## config.mk

```make
export PLATFORM = sky130hd
export DESIGN_NAME = ucode_ctrl_seq_flat
export DESIGN_NICKNAME = d
export VERILOG_FILES = /design/src/rtl/ucode_ctrl_seq_if.sv /design/src/rtl/ucode_ctrl_seq.sv /design/src/flat_wrapper.sv
export SDC_FILE = /design/constraint.sdc
export NUM_CORES = 2
export LEC_CHECK = 0
export BUFFER_PORTS_ARGS = -buffer_cell sky130_fd_sc_hd__buf_2
export CAP_MARGIN = 5
export CORE_MARGIN = 2
export CORE_UTILIZATION = 40
export DETAILED_ROUTE_END_ITERATION = 7
export PLACE_DENSITY_LB_ADDON = 0.1
export RECOVER_POWER = 25
export SKIP_CTS_REPAIR_TIMING = 1
export SLEW_MARGIN = 10
export SYNTH_ARGS = -nofsm -noshare
export SYNTH_HDL_FRONTEND = slang
export SYNTH_SLANG_ARGS = --single-unit
```

## constraint.sdc

```tcl
create_clock -name clk -period 4.45 [get_ports clk]
set_clock_uncertainty 0.05 [all_clocks]
set_input_delay 0.89 -clock clk [delete_from_list [all_inputs] [get_ports clk]]
set_output_delay 0.89 -clock clk [all_outputs]
set_load 0.03 [all_outputs]
```

## src/rtl/ucode_ctrl_seq_if.sv

```systemverilog
// Programming, request and control-word handshake bundle for the microcode sequencer.
// The master side is the decoder/datapath and the slave side is the control store.
interface ucode_ctrl_seq_if #(
    parameter int ADDR_W = 6,
    parameter int DATA_W = 20
);
    logic              prog_we;
    logic [ADDR_W-1:0] prog_addr;
    logic [DATA_W-1:0] prog_data;
    logic              prog_last;
    logic              prog_ready;
    logic              req_valid;
    logic [ADDR_W-1:0] req_addr;
    logic              req_ready;
    logic              ctrl_valid;
    logic              ctrl_ready;
    logic [DATA_W-1:0] ctrl_data;
    logic              ctrl_last;
    logic              ctrl_err;
    logic              busy;

    modport master (
        output prog_we, prog_addr, prog_data, prog_last, req_valid, req_addr, ctrl_ready,
        input  prog_ready, req_ready, ctrl_valid, ctrl_data, ctrl_last, ctrl_err, busy
    );

    modport slave (
        input  prog_we, prog_addr, prog_data, prog_last, req_valid, req_addr, ctrl_ready,
        output prog_ready, req_ready, ctrl_valid, ctrl_data, ctrl_last, ctrl_err, busy
    );
endinterface

```

## src/rtl/ucode_ctrl_seq.sv

```systemverilog
// Writable microcode control store with a sequencer that streams registered control
// words from an entry address until a word flagged last; unprogrammed reads are flagged.
//
// state  | meaning
// IDLE   | no word in the output register, store may be programmed
// RUN    | output register holds a control word awaiting transfer
module ucode_ctrl_seq #(
    parameter int ADDR_W = 6,
    parameter int DEPTH  = 64,
    parameter int DATA_W = 20
) (
    input logic            clk,
    input logic            rst_n,
    ucode_ctrl_seq_if.slave bus
);
    typedef enum logic {S_IDLE, S_RUN} state_e;

    // One extra address bit so that stepping past DEPTH-1 is seen as out of range.
    localparam logic [ADDR_W:0] DEPTH_W = (ADDR_W + 1)'(DEPTH);

    state_e            state_q, state_d;
    logic [DATA_W:0]   mem_q [DEPTH];
    logic [DEPTH-1:0]  pgm_q;
    logic [ADDR_W:0]   addr_q;
    logic [DATA_W-1:0] data_q, data_d;
    logic              last_q, last_d;
    logic              err_q, err_d;

    logic              run;
    logic              transfer;
    logic              prog_rdy;
    logic              accept;
    logic              wr_en;
    logic              load;
    logic              hit;
    logic [ADDR_W:0]   fetch_addr;
    logic [ADDR_W-1:0] fetch_idx;
    logic [DATA_W:0]   word;

    always_ff @(posedge clk) begin
        if (!rst_n) state_q <= S_IDLE;
        else        state_q <= state_d;
    end

    always_comb begin
        state_d = state_q;
        case (state_q)
            S_IDLE: if (accept) state_d = S_RUN;
            S_RUN:  if (transfer && last_q && !accept) state_d = S_IDLE;
            default: state_d = S_IDLE;
        endcase
    end

    always_comb begin
        run      = (state_q == S_RUN);
        transfer = run & bus.ctrl_ready;
        prog_rdy = ~run | (last_q & transfer);
    end

    assign bus.ctrl_valid = run;
    assign bus.busy       = run;
    assign bus.prog_ready = prog_rdy;
    assign bus.req_ready  = prog_rdy & ~bus.prog_we;
    assign bus.ctrl_data  = data_q;
    assign bus.ctrl_last  = last_q;
    assign bus.ctrl_err   = err_q;

    assign accept = bus.req_valid & bus.req_ready;
    assign wr_en  = bus.prog_we & prog_rdy & ({1'b0, bus.prog_addr} < DEPTH_W);
    assign load   = accept | (transfer & ~last_q);

    // A miss (unprogrammed or beyond the store) becomes a terminating error word.
    always_comb begin
        fetch_addr = accept ? {1'b0, bus.req_addr} : addr_q + 1'b1;
        fetch_idx  = fetch_addr[ADDR_W-1:0];
        hit        = (fetch_addr < DEPTH_W) && pgm_q[fetch_idx];
        word       = mem_q[fetch_idx];
        data_d     = '0;
        last_d     = 1'b1;
        err_d      = 1'b1;
        if (hit) begin
            data_d = word[DATA_W-1:0];
            last_d = word[DATA_W];
            err_d  = 1'b0;
        end
    end

    always_ff @(posedge clk) begin
        if (!rst_n) begin
            addr_q <= '0;
            data_q <= '0;
            last_q <= 1'b0;
            err_q  <= 1'b0;
            pgm_q  <= '0;
        end else begin
            if (load) begin
                addr_q <= fetch_addr;
                data_q <= data_d;
                last_q <= last_d;
                err_q  <= err_d;
            end else if (state_d == S_IDLE) begin
                data_q <= '0;
                last_q <= 1'b0;
                err_q  <= 1'b0;
            end
            if (wr_en) pgm_q[bus.prog_addr] <= 1'b1;
        end
    end

    always_ff @(posedge clk) begin
        if (wr_en) mem_q[bus.prog_addr] <= {bus.prog_last, bus.prog_data};
    end
endmodule

```

## src/flat_wrapper.sv

```systemverilog
// flat-port wrapper written by rule: the top's interface ports become plain ports
module ucode_ctrl_seq_flat 
#(
    parameter int ADDR_W = 6,
    parameter int DEPTH  = 64,
    parameter int DATA_W = 20
)
  (clk, rst_n, bus_prog_we, bus_prog_addr, bus_prog_data, bus_prog_last, bus_req_valid, bus_req_addr, bus_ctrl_ready, bus_prog_ready, bus_req_ready, bus_ctrl_valid, bus_ctrl_data, bus_ctrl_last, bus_ctrl_err, bus_busy);
  ucode_ctrl_seq_if #(.ADDR_W(ADDR_W), .DATA_W(DATA_W)) bus_i ();
  input logic clk;
  input logic rst_n;
  input wire logic [$bits(bus_i.prog_we)-1:0] bus_prog_we;
  input wire logic [$bits(bus_i.prog_addr)-1:0] bus_prog_addr;
  input wire logic [$bits(bus_i.prog_data)-1:0] bus_prog_data;
  input wire logic [$bits(bus_i.prog_last)-1:0] bus_prog_last;
  input wire logic [$bits(bus_i.req_valid)-1:0] bus_req_valid;
  input wire logic [$bits(bus_i.req_addr)-1:0] bus_req_addr;
  input wire logic [$bits(bus_i.ctrl_ready)-1:0] bus_ctrl_ready;
  output wire logic [$bits(bus_i.prog_ready)-1:0] bus_prog_ready;
  output wire logic [$bits(bus_i.req_ready)-1:0] bus_req_ready;
  output wire logic [$bits(bus_i.ctrl_valid)-1:0] bus_ctrl_valid;
  output wire logic [$bits(bus_i.ctrl_data)-1:0] bus_ctrl_data;
  output wire logic [$bits(bus_i.ctrl_last)-1:0] bus_ctrl_last;
  output wire logic [$bits(bus_i.ctrl_err)-1:0] bus_ctrl_err;
  output wire logic [$bits(bus_i.busy)-1:0] bus_busy;
  assign bus_i.prog_we = bus_prog_we;
  assign bus_i.prog_addr = bus_prog_addr;
  assign bus_i.prog_data = bus_prog_data;
  assign bus_i.prog_last = bus_prog_last;
  assign bus_i.req_valid = bus_req_valid;
  assign bus_i.req_addr = bus_req_addr;
  assign bus_i.ctrl_ready = bus_ctrl_ready;
  assign bus_prog_ready = bus_i.prog_ready;
  assign bus_req_ready = bus_i.req_ready;
  assign bus_ctrl_valid = bus_i.ctrl_valid;
  assign bus_ctrl_data = bus_i.ctrl_data;
  assign bus_ctrl_last = bus_i.ctrl_last;
  assign bus_ctrl_err = bus_i.ctrl_err;
  assign bus_busy = bus_i.busy;
  ucode_ctrl_seq #(.ADDR_W(ADDR_W), .DEPTH(DEPTH), .DATA_W(DATA_W)) u_core (.clk(clk), .rst_n(rst_n), .bus(bus_i));
endmodule
```

==> run_results.csv <==
group,metric,value,unit
run_status,outcome,"complete, but fails checks",
run_status,failing_checks,"capacitance limit, slew limit",
critical_path,worst_ep_arrival_time,4.83,ns
layout,final.fill_count,11510,
synth,syn-cell-area,55240,um2
critical_path,regToRegEndpoint,"u_core.bus.ctrl_data[13]",
synth,synthesized_nets,3060,
power_and_ir_drop,vdd.ir_drop.worst,0.0003410,V
critical_path,crit_fanout,41,
clock_network,clkSlewWorstSetupHoldPaths,0.06,ns
layout,multi_input_area,12520,um2
layout,seqCellArea,42240,um2
synth,syn_avg_cell_area,18.29,um2
floorplanning,floorplan.rows,136,
routing,number_of_vias_per_cell,5.904,
sta,timing.final.hold_violations,0,
placed_design,placed_cells,4922,
floorplanning,initial_core_util,0.4023,
job,drv_cap,17,
clock_network,numCtsBuffers,154,
routing,number_of_design_rule_violations_left_by_the_first_detailed_router_iteration,3775,
sta,max_slew.worst_pin.slew,2.741,ns
critical_path,critical_path_required,5.13,ns
critical_path,reg2reg_setup_slack,0.30,ns
critical_path,end_kind,"register",
sta,period_needed,4.149,ns
placed_design,io_buffers,63,
clock_network,ctsRootBufferMaster,"clkbuf_16",
worst_hold_path,worst_hold_path_type,"reg2reg",
synth,yosys.cell_count.top_type,"edfxtp_1",
clock_network,max-clock-path-buffers,3,
power_and_ir_drop,power-per-cell-area,470.6,nW/um2
floorplanning,design.die.area,141100,um2
critical_path,crit_end,"u_core.bus.ctrl_data[13]",
critical_path,r2r_start,"u_core.addr_q[0]",
synth,synth_edf_count,1344,
clock_network,clkLatencyLatePin,0.80,ns
layout,layout_cell_share_with_drive_strength_beyond_1,0.2423,
layout,final_cells,5207,
synth,postSynthRegisterBits,1438,
routing,drt_drc_violations_left,0,
floorplanning,core_area,137300,um2
synth,post_synth_main_area_contributors,"edfxtp_1 (73%), mux4_2 (9.9%), dfxtp_1 (3.4%)",
synth,synthesis.yosys.warnings,0,
synth,synth_largest_area_cell,"edfxtp_1",
grt,grtUsageTotal,0.2348,
sta,maxSlewHeadroom,-0.8275,
routing,routed_wire_length_per_instance,31.84,um
routing,detailed_route_wire_length,165800,um
grt,grt_pass1_wl,233700,um
synth,synth_cell_type_count,70,
sta,finalCritPeriodShare,0.9323,
placed_design,dpl_hpwl,101600,um
synth,asyncSetResetFlopFracSynth,0,
floorplanning,die_w,375.6,um
critical_path,path_class,"reg2reg",
grt,via_count_of_the_first_global_routing_pass,30600,
sta,finalSetupViolCount,0,
grt,grt_antenna_before_repair,19,
routing,drt_pre_antenna_iters,8,
sta,grt_setup_unrepaired,"false",
floorplanning,die_height,375.6,um
clock_network,tritoncts,"yes",
synth,synth-seq-area-share,0.7646,
clock_network,h-tree-depth,4,
routing,vias,30740,
layout,utilization,0.4682,
power_and_ir_drop,power.leakage,20.41,nW
sta,worst_hold_slack,0.4084,ns
critical_path,worst-r2r-cell-count,13,
sta,finalSetupTns,0,ns
sta,fmax,241.0,MHz
synth,post_synth_most_frequent_cells,"edfxtp_1 (1344), nand2_1 (345), mux4_2 (242)",
synth,yosys_most_used_dff,"edfxtp_1",
critical_path,launch_point_of_the_worst_path,"u_core.addr_q[0]",
layout,layout_stage_area_growth_over_the_synthesis_result,16.40,%
synth,post_synth_inst_count,3021,
sta,slew_violations,707,
routing,route.antenna.remaining_nets,0,
layout,nets,3323,
grt,largest_net_degree_at_the_start_of_global_routing,65,
synth,synth_top_area_share,0.7306,
clock_network,clock_sinks,1438,
critical_path,start_kind,"register",
placed_design,gpl.final_weighted_congestion,0.8881,
floorplanning,pin_count,64,
grt,grt_overflow_total,0,
power_and_ir_drop,totalPowerFinal,30.26,mW
placed cells by master, fill, tap and decap left out, drive strengths merged, types with 5 or more instances in the layout:
master / n
o21a: 66
a221o: 19
a32o: 22
inv: 13
a32oi: 60
diode: 8
mux4: 242
bufinv: 9
a22oi: 61
nand2: 345
dfxtp: 94
o31ai: 6
nor3: 17
mux2i: 32
o21ai: 49
clkinvlp: 7
nor2b: 7
nor2: 81
edfxtp: 1344
or3: 5
and3: 28
a22o: 20
buf: 269
a21oi: 92
a211oi: 27
o211ai: 7
clkinv: 65
nor4: 9
nand2b: 5
a2111oi: 5
o211a: 6
clkbuf: 208
nand3: 119
a311o: 6
a31oi: 8
critical path, cell delays in order, from the launching register on:
cell and delay [ns]:
dfxtp_1 0.37, ha_1 0.30, xnor2_1 0.63, o21ai_1 0.21
nand2_1 0.52, buf_4 0.23, nor2_4 0.04, buf_12 0.22
nand3_1 0.11, a32oi_1 0.11, buf_4 0.17, a21oi_1 0.75
a32oi_1 0.16, o21ai_2 0.15
final cells by class:
cell class,instances,share of cell area
Inverter,4,0.0002335
Tap cell,1794,0.03491
Multi-Input combinational cell,1396,0.1947
Sequential cell,1438,0.6569
Clock inverter,90,0.01197
Timing Repair Buffer,290,0.03792
Clock buffer,187,0.06301
Antenna cell,8,0.0003113
power breakdown:
group | switching (mW) | leakage, nW | internal [mW]
clock network | 5.31 | 2.33 | 7.02
registers | 0.0403 | 12.8 | 14.8
logic | 1.95 | 5.23 | 1.09
total | 7.30 | 20.4 | 23.0
routing by layer:
layer | track usage | vias up | routed length, um | share of wire
met5 | 0 | - | 13 | 0.000078
met4 | 0.06388 | 2 | 4070 | 0.025
met3 | 0.03788 | 224 | 12170 | 0.073
met2 | 0.3712 | 1238 | 77930 | 0.47
met1 | 0.3387 | 16450 | 71630 | 0.43
li1 | - | 12830 | - | -
registers in the layout, summed over array words and instances (netlist names):
signal / flops
u_core.bus.ctrl_data: 20
u_core.addr_q: 7
u_core.bus.busy: 1
u_core.mem_q: 1344
u_core.bus.ctrl_last: 1
u_core.bus.ctrl_err: 1
u_core.pgm_q: 64
worst min path at each step:
stage	from	to	slack, ns	cells after the start
global placement	u_core.pgm_q[21]	u_core.pgm_q[21]	0.39	1
CTS	u_core.pgm_q[29]	u_core.pgm_q[29]	0.41	1
floorplan	u_core.pgm_q[0]	u_core.pgm_q[0]	0.38	1
finish	u_core.pgm_q[29]	u_core.pgm_q[29]	0.41	1
global route	u_core.pgm_q[42]	u_core.pgm_q[42]	0.43	1
detailed placement	u_core.pgm_q[29]	u_core.pgm_q[29]	0.39	1
kinds of logic (layout without fill, tap and decap cells):
kind of cell	Yosys count	in the layout	share of synthesized area
AOI/OAI and AO/OA	482	482	0.06550
DFF	1438	1438	0.7646
muxes	274	274	0.1045
and+or+nand+nor	633	633	0.04972
xor gates and xnor gates	6	6	0.0009513
buffers and inverters	187	571	0.01450
other	0	8	0
adders and majority gates	1	1	0.0002265
through the flow:
stage	setup slack [ns]	cell area, um2
floorplan	0.8830	55240
global placement	-0.004436	59490
detailed placement	-0.01549	59490
CTS	0.3065	64310
global route	0.1108	64280
finish	0.3014	64300
No activity file was read; power rests on OpenSTA's default activity.
